### src/rtl/lcd_text_arbiter_if.sv
// rtl/lcd_text_arbiter_if.sv - LCD read port, two write requesters and bulk command bus
interface lcd_text_arbiter_if;
  logic [4:0] lcd_addr;
  logic [7:0] lcd_data;

  logic       a_req;
  logic [4:0] a_addr;
  logic [7:0] a_data;
  logic       a_gnt;

  logic       b_req;
  logic [4:0] b_addr;
  logic [7:0] b_data;
  logic       b_gnt;

  logic       cmd_clear;
  logic       cmd_scroll;
  logic       busy;

  modport master (
    output lcd_addr,
    input  lcd_data,
    output a_req, a_addr, a_data,
    input  a_gnt,
    output b_req, b_addr, b_data,
    input  b_gnt,
    output cmd_clear, cmd_scroll,
    input  busy
  );

  modport slave (
    input  lcd_addr,
    output lcd_data,
    input  a_req, a_addr, a_data,
    output a_gnt,
    input  b_req, b_addr, b_data,
    output b_gnt,
    input  cmd_clear, cmd_scroll,
    output busy
  );
endinterface

### src/rtl/lcd_text_arbiter.sv
// rtl/lcd_text_arbiter.sv - 2x16 LCD text buffer with round-robin write arbitration
// and clear / scroll-up bulk sequencing.
module lcd_text_arbiter #(
  parameter logic [7:0] FILL_CHAR = 8'h20,
  parameter int         ROW_LEN   = 16
) (
  input  logic               clk,
  input  logic               rst,
  lcd_text_arbiter_if.slave  bus
);

  localparam int         DEPTH     = 2 * ROW_LEN;
  localparam logic [4:0] LAST_IDX  = 5'(DEPTH - 1);
  localparam logic [4:0] ROW_END   = 5'(ROW_LEN - 1);
  localparam logic [4:0] ROW1_BASE = 5'(ROW_LEN);

  typedef enum logic [1:0] {
    CLEAR       = 2'd0,
    IDLE        = 2'd1,
    SCROLL_COPY = 2'd2,
    SCROLL_FILL = 2'd3
  } state_t;

  logic [7:0] mem [DEPTH];

  state_t     state;
  logic [4:0] idx;
  logic       last_b;

  logic       arb_open;
  logic       a_gnt;
  logic       b_gnt;
  logic       we;
  logic [4:0] waddr;
  logic [7:0] wdata;

  // Commands take the cycle away from the requesters, so grants only open
  // on an IDLE cycle with no command pulse.
  always_comb begin
    arb_open = (state == IDLE) && !bus.cmd_clear && !bus.cmd_scroll;
    a_gnt    = arb_open && bus.a_req && (!bus.b_req || last_b);
    b_gnt    = arb_open && bus.b_req && (!bus.a_req || !last_b);
  end

  always_comb begin
    we    = 1'b0;
    waddr = idx;
    wdata = FILL_CHAR;
    case (state)
      CLEAR:       we = 1'b1;
      SCROLL_COPY: begin
        we    = 1'b1;
        wdata = mem[idx + ROW1_BASE];
      end
      SCROLL_FILL: we = 1'b1;
      IDLE: begin
        if (a_gnt) begin
          we    = 1'b1;
          waddr = bus.a_addr;
          wdata = bus.a_data;
        end else if (b_gnt) begin
          we    = 1'b1;
          waddr = bus.b_addr;
          wdata = bus.b_data;
        end
      end
      default: we = 1'b0;
    endcase
  end

  // The array has no reset; gating on rst drops any write caught by reset.
  always_ff @(posedge clk) begin
    if (we && !rst) begin
      mem[waddr] <= wdata;
    end
  end

  always_ff @(posedge clk or posedge rst) begin
    if (rst) begin
      state  <= CLEAR;
      idx    <= 5'd0;
      last_b <= 1'b1;
    end else begin
      case (state)
        CLEAR: begin
          if (idx == LAST_IDX) begin
            idx   <= 5'd0;
            state <= IDLE;
          end else begin
            idx <= idx + 5'd1;
          end
        end
        SCROLL_COPY: begin
          if (idx == ROW_END) begin
            idx   <= ROW1_BASE;
            state <= SCROLL_FILL;
          end else begin
            idx <= idx + 5'd1;
          end
        end
        SCROLL_FILL: begin
          if (idx == LAST_IDX) begin
            idx   <= 5'd0;
            state <= IDLE;
          end else begin
            idx <= idx + 5'd1;
          end
        end
        IDLE: begin
          if (bus.cmd_clear) begin
            idx   <= 5'd0;
            state <= CLEAR;
          end else if (bus.cmd_scroll) begin
            idx   <= 5'd0;
            state <= SCROLL_COPY;
          end else if (a_gnt) begin
            last_b <= 1'b0;
          end else if (b_gnt) begin
            last_b <= 1'b1;
          end
        end
        default: begin
          idx   <= 5'd0;
          state <= CLEAR;
        end
      endcase
    end
  end

  assign bus.lcd_data = mem[bus.lcd_addr];
  assign bus.a_gnt    = a_gnt;
  assign bus.b_gnt    = b_gnt;
  assign bus.busy     = (state != IDLE);

endmodule

### src/flat_wrapper.sv
// flat-port wrapper written by rule: the top's interface ports become plain ports
module lcd_text_arbiter_flat 
#(
  parameter logic [7:0] FILL_CHAR = 8'h20,
  parameter int         ROW_LEN   = 16
)
  (clk, rst, bus_lcd_addr, bus_lcd_data, bus_a_req, bus_a_addr, bus_a_data, bus_a_gnt, bus_b_req, bus_b_addr, bus_b_data, bus_b_gnt, bus_cmd_clear, bus_cmd_scroll, bus_busy);
  lcd_text_arbiter_if bus_i ();
  input  logic clk;
  input  logic rst;
  input wire logic [$bits(bus_i.lcd_addr)-1:0] bus_lcd_addr;
  output wire logic [$bits(bus_i.lcd_data)-1:0] bus_lcd_data;
  input wire logic [$bits(bus_i.a_req)-1:0] bus_a_req;
  input wire logic [$bits(bus_i.a_addr)-1:0] bus_a_addr;
  input wire logic [$bits(bus_i.a_data)-1:0] bus_a_data;
  output wire logic [$bits(bus_i.a_gnt)-1:0] bus_a_gnt;
  input wire logic [$bits(bus_i.b_req)-1:0] bus_b_req;
  input wire logic [$bits(bus_i.b_addr)-1:0] bus_b_addr;
  input wire logic [$bits(bus_i.b_data)-1:0] bus_b_data;
  output wire logic [$bits(bus_i.b_gnt)-1:0] bus_b_gnt;
  input wire logic [$bits(bus_i.cmd_clear)-1:0] bus_cmd_clear;
  input wire logic [$bits(bus_i.cmd_scroll)-1:0] bus_cmd_scroll;
  output wire logic [$bits(bus_i.busy)-1:0] bus_busy;
  assign bus_i.lcd_addr = bus_lcd_addr;
  assign bus_lcd_data = bus_i.lcd_data;
  assign bus_i.a_req = bus_a_req;
  assign bus_i.a_addr = bus_a_addr;
  assign bus_i.a_data = bus_a_data;
  assign bus_a_gnt = bus_i.a_gnt;
  assign bus_i.b_req = bus_b_req;
  assign bus_i.b_addr = bus_b_addr;
  assign bus_i.b_data = bus_b_data;
  assign bus_b_gnt = bus_i.b_gnt;
  assign bus_i.cmd_clear = bus_cmd_clear;
  assign bus_i.cmd_scroll = bus_cmd_scroll;
  assign bus_busy = bus_i.busy;
  lcd_text_arbiter #(.FILL_CHAR(FILL_CHAR), .ROW_LEN(ROW_LEN)) u_core (.clk(clk), .rst(rst), .bus(bus_i));
endmodule
### config.mk
export PLATFORM = sky130hd
export DESIGN_NAME = lcd_text_arbiter_flat
export DESIGN_NICKNAME = d
export VERILOG_FILES = /design/src/rtl/lcd_text_arbiter_if.sv /design/src/rtl/lcd_text_arbiter.sv /design/src/flat_wrapper.sv
export SDC_FILE = /design/constraint.sdc
export NUM_CORES = 1
export LEC_CHECK = 0
export CORE_MARGIN = 2
export CORE_UTILIZATION = 58
export CTS_BUF_LIST = sky130_fd_sc_hd__clkbuf_16
export DETAILED_ROUTE_END_ITERATION = 12
export GPL_TIMING_DRIVEN = 1
export PLACE_DENSITY = 0.75
export SLEW_MARGIN = 0
export SYNTH_ARGS = -nofsm -noshare
export SYNTH_HDL_FRONTEND = slang
export SYNTH_SLANG_ARGS = --single-unit
### constraint.sdc
create_clock -name clk -period 10.24 [get_ports clk]
set_input_delay 2.048 -clock clk [delete_from_list [all_inputs] [get_ports clk]]
set_output_delay 2.048 -clock clk [all_outputs]
set_load 0.1 [all_outputs]
## Word level (Yosys, flattened, before mapping)

Memories as Yosys holds them, arrays and structs flattened.
Index checks and enable logic that the tools add are counted.

| word-level totals | value |
|---|---|
| register bits after elaboration | 8 |
| memory bits (writable) | 256 |
| logic and storage cells | 61 |
| memories kept | 1 |

| operators by class | value |
|---|---|
| add/subtract/negate cells | 2 |
| equal/unequal tests | 9 |
| mux-type cells | 23 |
| bitwise operators | 2 |
| reductions and logical operators | 21 |

Memory list:

| memory | depth | width | rd ports | clocked after memory_dff | write ports | line | RTL |
|---|---|---|---|---|---|---|---|
| u_core.mem | 32 | 8 | 2 | 0 | 1 | lcd_text_arbiter.sv:24 | `logic [7:0] mem [DEPTH];` |

Operators by type and width:

| cell | number |
|---|---|
| two-way mux 5 bit | 7 |
| two-way mux 8 bit | 2 |
| one-hot mux 8 bit (2 select lines) | 1 |
| one-hot mux 5 bit (3 select lines) | 1 |
| two-way mux 2 bit | 4 |
| logical AND 1 bit | 7 |
| logical NOT 1 bit | 6 |
| two-way mux 1 bit | 6 |
| != test 2 x 1 -> 1 bit, second input constant | 3 |
| one-hot mux 2 bit (3 select lines) | 1 |
| adder 5 x 1 -> 5 bit, second input constant | 1 |
| adder 5 bit, second input constant | 1 |
| == test 5 x 4 -> 1 bit, second input constant | 1 |
| == test 5 bit, second input constant | 1 |
| == test 2 bit, second input constant | 2 |
| AND reduction 4 bit | 1 |
| != test 3 bit, second input constant | 1 |
| AND reduction 3 bit | 1 |
| OR reduction 3 bit | 1 |
| == test 2 x 1 -> 1 bit, second input constant | 1 |
| logical NOT 2 bit | 1 |
| logical OR 1 bit | 2 |
| inverter 1 bit | 2 |
| one-hot mux 1 bit (2 select lines) | 1 |
| 2 further kinds | 2 |

## Logic depth before layout (Yosys ltp)

Gate-level depths: netlist of the first run.

| depth | value |
|---|---|
| depth in word-level cells | 11 |
| gate-level depth with buffers | 9 |
| mapped depth without buffers | 8 |

## Least setup slack after synthesis of the first run

No wires, ideal clock.

| timing | value |
|---|---|
| kind | input to output |
| start point | input port bus_lcd_addr[1] |
| end point | output port bus_lcd_data[0] |
| arrival | 3965 ps |
| data required time | 8192 ps |
| slack | 4227 ps |
| stages | 5 |
| cell sequence | clkbuf_1 > clkbuf_1 > mux4_2 > mux4_2 > mux2_2 |

| on the way | value |
|---|---|
| cells in the longest elaborated chain, start to end | 1 |

RTL lines:

| item | line | RTL |
|---|---|---|
| start: declaration | flat_wrapper.sv:11 | `input wire logic [$bits(bus_i.lcd_addr)-1:0] bus_lcd_addr;` |
| memory read (32 x 8 bit) | - |  |
| end: declaration | flat_wrapper.sv:12 | `output wire logic [$bits(bus_i.lcd_data)-1:0] bus_lcd_data;` |

Every way passes these cells.

## Worst setup path after layout of the first run

| timing | value |
|---|---|
| start point | input port bus_lcd_addr[0] |
| end point | output port bus_lcd_data[7] |

Same word-level chain as after synthesis.

==> qor.txt, run 1 <==
WL final = 35,100 µm
Highest routed layer = met5
I/O Buffers = 47
Main synth FF type = edfxtp_1
Syn Area/Cell = 18.1 µm²
Initial antenna violation count = 1
CTS Buf Count = 27
Hold EP = u_core.last_b
Hold Crit Class = reg -> reg
Antenna cells = 0
Async set or reset register ratio after synthesis = 3.03%
Placer's final routability congestion estimate = 0.892
FF+latch count, synth = 264
Die H = 153 µm
Setup tns final = 0 ns
RSZ-0062 raised after global routing = false
Arr. time, crit path = 5.73 ns
Status = finished clean
Slew Limit Fails = 0
H-tree depth = 1
Final Hold Viols = 0
Sink Count = 264
Dpl hpwl = 23,600 µm
Detailed Routing Iterations Pass 1 = 5
Max-cap viol count = 0
CTS root buf = clkbuf_16
Horiz. Die Dim = 153 µm
Pwr Density = 241 mW/mm²
Global route total overflow = 0
Via count = 7,717
Post-synthesis sequential area ratio = 61.7%
Reg2reg path depth = 6
Critical-path maximum fanout = 44
Die ar. = 0.0233 mm²
Largest net degree at the start of global routing = 57
DRT met1 WL = 12,700 µm
Design Power = 3.53 mW
Setup Buffers After CTS = 0
Nature of the critical path endpoint = output pin
Area share of the largest cell type after synthesis = 60.1%
Synth Instances = 705
Tmin final = 7.78 ns
Period utilization = 75.9%
Post-CTS sizing = 0
Fmax = 129 MHz
R2R Setup Slk = 5.88 ns
Worst slew pin tran = 1.36 ns
Wire length on met2 = 17,100 µm
Worst r2r src = u_core.idx[1]
Post-synth EDFFs = 256
Leakage = 4.69 nW
Worst endpoint required time = 8.19 ns
Synth Warn # = 0
Most common cell after layout, fill and taps aside = edfxtp_1
Fin Clk Skew = 0.0219 ns
Worst-Skew Late Latency = 0.54 ns
Commonest cells after routing, fill and taps aside = 256 x edfxtp_1, 121 x mux4_2, 45 x clkdlybuf4s50_1
CP Launch Type = input port
Most area-hungry cell type in the Yosys netlist = edfxtp_1
DR DRC count = 0
Number of routed nets with antenna violations = 0
Initial drt markers = 1,051
Metal3 WL = 4190 µm
Io pins = 48
Syn Nets = 747
Max Buffers Root-to-Sink = 3
Number of global-route vias before repair = 7,843
Via/cell ratio = 7.26
Row count = 54
Nets = 805
Share of cells above drive strength 1 = 29.8%
Slew HR = 9.43%
Initial Util = 58.8%
CTS hold repair buffers = 0
TritonCTS clock tree = yes
First-pass GRT wire length = 52,100 µm
HP Start = u_core.last_b
Clock transition at the registers of the reported paths = 0.05 ns
GRT Util Overall = 30.5%
Critical path type = in -> out
Post-Syn Area = 0.0128 mm²
Final setup violating endpoints = 0
Synth cell types = 50
WL/cell = 33.0 µm
P&R area growth vs syn = 14.4%
Ranking of synthesized cells by area = edfxtp_1 60%, mux4_2 21%, mux2i_1 3.4%, dfrtp_1 1.4%, nor3_1 1.3%
Core ar. = 0.0218 mm²
Peak supply drop = 0.119 mV
Hold Path Depth = 2
Cell area after layout = 0.0146 mm²
FF-to-FF End = u_core.mem[30][6]
Placed cell areas = 0.0138 mm²
[logic make-up after synthesis]
logic type / count (synthesis) / synth area share (%)
AO/OA/AOI/OAI: 96 / 5.56
flip-flops: 264 / 61.7
adder cells (fa/ha/maj): 5 / 0.489
AND/OR/NAND/NOR: 102 / 4.07
buffers and inverters: 62 / 2.51
multiplexers: 176 / 25.7
[stage by stage]
stage | setup slack [ns] | std cells | utilization [%] | hold WS [ns]
2_1_floorplan | 4.23 | 705 | - | 0.482
3_3_place_gp | 2.50 | 1014 | 63.2 | 0.517
3_5_place_dp | 2.44 | 1014 | 63.2 | 0.527
4_1_cts | 2.45 | 1063 | 67.3 | 0.536
5_1_grt | 2.28 | 1063 | 67.3 | 0.555
6_report | 2.46 | 1063 | 67.3 | 0.534
[cell type report]
cell class	count	area [µm²]
well taps	280	350
fillers	1423	7120
clock buffers	27	676
inverters	9	33.8
repair buffers	82	726
clock inverters	22	205
flip-flops and latches	264	7890
multi-input cells	379	4750
[cell usage after synthesis, types with 8 or more instances]
cell      number
clkbuf_1      23
o221ai_1       8
mux4_2       121
o22ai_1       13
nor2b_1        8
mux2i_1       44
nand2_1       24
mux2_2        11
nor3_1        34
a211oi_1       9
o21ai_0       15
nor2_1        15
edfxtp_1     256
buf_2         14
[critical path: stages]
cell and delay (ns):
buf_4 0.68, buf_4 0.51, mux4_2 0.57, mux4_2 0.52, mux2_2 0.35, clkdlybuf4s50_1 0.99
[how the worst max path moves through the flow]
stage / start / to / slack, ns / cells past startpoint
after detailed placement: bus_lcd_addr[0] / bus_lcd_data[7] / 2.44 / 6
final: bus_lcd_addr[0] / bus_lcd_data[7] / 2.46 / 6
after floorplan: bus_lcd_addr[1] / bus_lcd_data[0] / 4.23 / 5
after CTS: bus_lcd_addr[0] / bus_lcd_data[7] / 2.45 / 6
after global routing: bus_lcd_addr[0] / bus_lcd_data[7] / 2.28 / 6
after global placement: bus_lcd_addr[0] / bus_lcd_data[2] / 2.50 / 6
[routing by layer]
| layer | vias up | track usage (%) |
|---|---|---|
| li1 | 3133 | - |
| met1 | 3983 | 43.6 |
| met2 | 533 | 48.7 |
| met3 | 66 | 6.54 |
| met4 | 2 | 8.51 |
| met5 | - | 0 |
[report_power, final]
part	internal, mW	switching (mW)
Clock	0.578	0.404
Sequential	1.39	0.0796
Combinational	0.388	0.695
[flip-flops by register name, indices dropped and copies added, names as in the netlist]
name and flops:
u_core.last_b 1, u_core.mem 256, u_core.state 2, u_core.idx 5
No activity file was read; power rests on OpenSTA's default activity.
==> run 2, diff against run 1 <==
Settings changed: CORE_UTILIZATION 58 to 55.
Clock period 10.24 ns to 7.1 ns, I/O delays scaled along.
==> qor.txt, run 2 (synthesized netlist as in run 1, its figures left out) <==
Slew HR = 8.76% (-0.68 points)
Clock transition at the registers of the reported paths = 0.06 ns (about the same)
P&R area growth vs syn = 15.6%
Initial antenna violation count = 0 (-1)
Commonest cells after routing, fill and taps aside = 256 x edfxtp_1, 121 x mux4_2, 45 x clkdlybuf4s50_1
Share of cells above drive strength 1 = 30.2% (+0.46 points)
Slowest stage delay, CP = 0.97 ns (-0.02 ns)
CTS root buf = clkbuf_16
Biggest register = u_core.mem
Critical path's top delay family = buffers and inverters
Via/cell ratio = 7.14 (-1.7%)
DR DRC count = 0 (unchanged)
Fillers = 1,459 (+2.5%)
Pwr Density = 352 mW/mm² (+46%)
Cell area after layout = 0.0148 mm² (+1.1%)
WL final = 33,200 µm (-5.4%)
Final Hold Viols = 0 (unchanged)
Nets = 803 (-0.25%)
Peak supply drop = 0.204 mV (+71%)
Critical path type = in -> out
Antenna cells = 0 (unchanged)
Max-cap viol count = 0 (unchanged)
Core ar. = 0.0227 mm² (+4.4%)
Number of routed nets with antenna violations = 0 (unchanged)
RSZ-0062 raised after global routing = false
Setup Buffers After CTS = 0 (unchanged)
CP cell instances = buf_4 -> buf_4 -> mux4_2 -> mux4_2 -> mux2_2 -> clkdlybuf4s50_1
WL/cell = 31.1 µm (-5.7%)
Worst endpoint required time = 5.68 ns (-2.51 ns)
Critical-path maximum fanout = 30 (-32%)
FF/Latch Area = 0.00789 mm² (unchanged)
Hold Crit Class = reg -> reg
Row count = 55 (+1.9%)
Post-CTS sizing = 0 (unchanged)
Dpl hpwl = 21,900 µm (-7.1%)
Placed cell areas = 0.0138 mm² (about the same)
Slowest cell on crit path = clkdlybuf4s50_1
Setup tns final = 0 ns (unchanged)
Final setup violating endpoints = 0 (unchanged)
CTS Buf Count = 28 (+3.7%)
TritonCTS clock tree = yes
Fin Clk Skew = 0.0114 ns (-0.0105 ns)
Die ar. = 0.0245 mm² (+5.3%)
Status = finished clean
Initial drt markers = 895 (-15%)
Leakage = 4.74 nW (+1.0%)
CTS hold repair buffers = 0 (unchanged)
Placer's final routability congestion estimate = 0.873 (-2.1%)
Largest register FFs = 256 (unchanged)
Max Buffers Root-to-Sink = 3 (unchanged)
H-tree depth = 1 (unchanged)
Worst-Skew Late Latency = 0.55 ns (about the same)
Nature of the critical path endpoint = output pin
Footprint of the multi-input gates = 0.00477 mm² (+0.32%)
Arr. time, crit path = 4.59 ns (-1.14 ns)
I/O Buffers = 47 (unchanged)
Worst slew pin tran = 1.36 ns (-0.000304 ns)
CP Launch Type = input port
Fmax = 166 MHz
Horiz. Die Dim = 157 µm (+2.6%)
GRT Util Overall = 28.3% (-2.2 points)
Slew Limit Fails = 0 (unchanged)
CP bufs+invs = 3 (unchanged)
Period utilization = 84.7%
Tmin final = 6.01 ns
Io pins = 48 (unchanged)
Sink Count = 264 (unchanged)
Initial Util = 56.3% (-2.5 points)
First-pass GRT wire length = 49,800 µm (-4.5%)
Detailed Routing Iterations Pass 1 = 5 (unchanged)
Largest net degree at the start of global routing = 55 (-3.5%)
Global route total overflow = 0 (unchanged)
Registers with the most flip-flops = u_core.mem: 256 flops, u_core.idx: 5 flops, u_core.state: 2 flops
Via count = 7,610 (-1.4%)
Die H = 157 µm (+2.6%)
Number of global-route vias before repair = 7,686 (-2.0%)
Most common cell after layout, fill and taps aside = edfxtp_1
==> run 2: area by class of cell <==
| cell class | count | share of cell area, % |
|---|---|---|
| Timing Repair Buffer | 79 | 5.19 |
| Clock buffer | 29 | 4.91 |
| Inverter | 9 | 0.228 |
| Multi-Input combinational cell | 379 | 32.2 |
| Clock inverter | 21 | 1.67 |
| Tap cell | 285 | 2.41 |
| Sequential cell | 264 | 53.4 |
==> run 2: power by group <==
part	switching [mW]	total [mW]	leakage, nW	internal [mW]
sequential	0.120	2.12	2.46	2.00
combinational	0.966	1.54	1.79	0.578
clock	0.587	1.54	0.492	0.952
total	1.67	5.20	4.74	3.53
==> run 2: path summary, 6_finish.rpt <==
| check | from | to | slack [ns] | depth (start not counted) |
|---|---|---|---|---|
| worst max-delay path | bus_lcd_addr[0] | bus_lcd_data[0] | 1.09 | 6 |
| worst min-delay path | u_core.last_b | u_core.last_b | 0.52 | 2 |
| worst max register to register | u_core.idx[0] | u_core.mem[15][1] | 2.99 | 4 |
| worst min register to register | u_core.last_b | u_core.last_b | 0.52 | 2 |
| max in group asynchronous | rst | u_core.last_b | 5.64 | 2 |
| min in group asynchronous | rst | u_core.state[0] | 1.17 | 2 |
==> run 2: worst register-to-register path, stage by stage (launching register included) <==
cell	delay (ns)
dfrtp_4	0.87
buf_4	0.73
nor2_1	0.15
or3b_1	0.76
nor3_1	1.20
==> run 2: through the flow <==
| stage | hold WS (ns) | setup slack, ns | cells | total power, mW | util (%) |
|---|---|---|---|---|---|
| 4_1_cts | 0.522 | 1.05 | 1064 | 5.17 | 64.9 |
| 3_3_place_gp | 0.496 | 1.07 | 1014 | 3.58 | 60.6 |
| 5_1_grt | 0.572 | 0.949 | 1066 | 5.36 | 65.1 |
| 2_1_floorplan | 0.482 | 2.34 | 705 | 3.11 | - |
| 3_5_place_dp | 0.516 | 1.06 | 1014 | 3.64 | 60.6 |
| 6_report | 0.521 | 1.09 | 1066 | 5.20 | 65.1 |
==> run 2: layer usage <==
layer | share of wire, % | up-vias | track usage [%]
met5 | 0 | - | 0
met4 | 2.7 | 0 | 7.86
met3 | 12 | 57 | 9.06
met2 | 47 | 488 | 43.8
met1 | 38 | 3926 | 39.3
li1 | - | 3139 | -
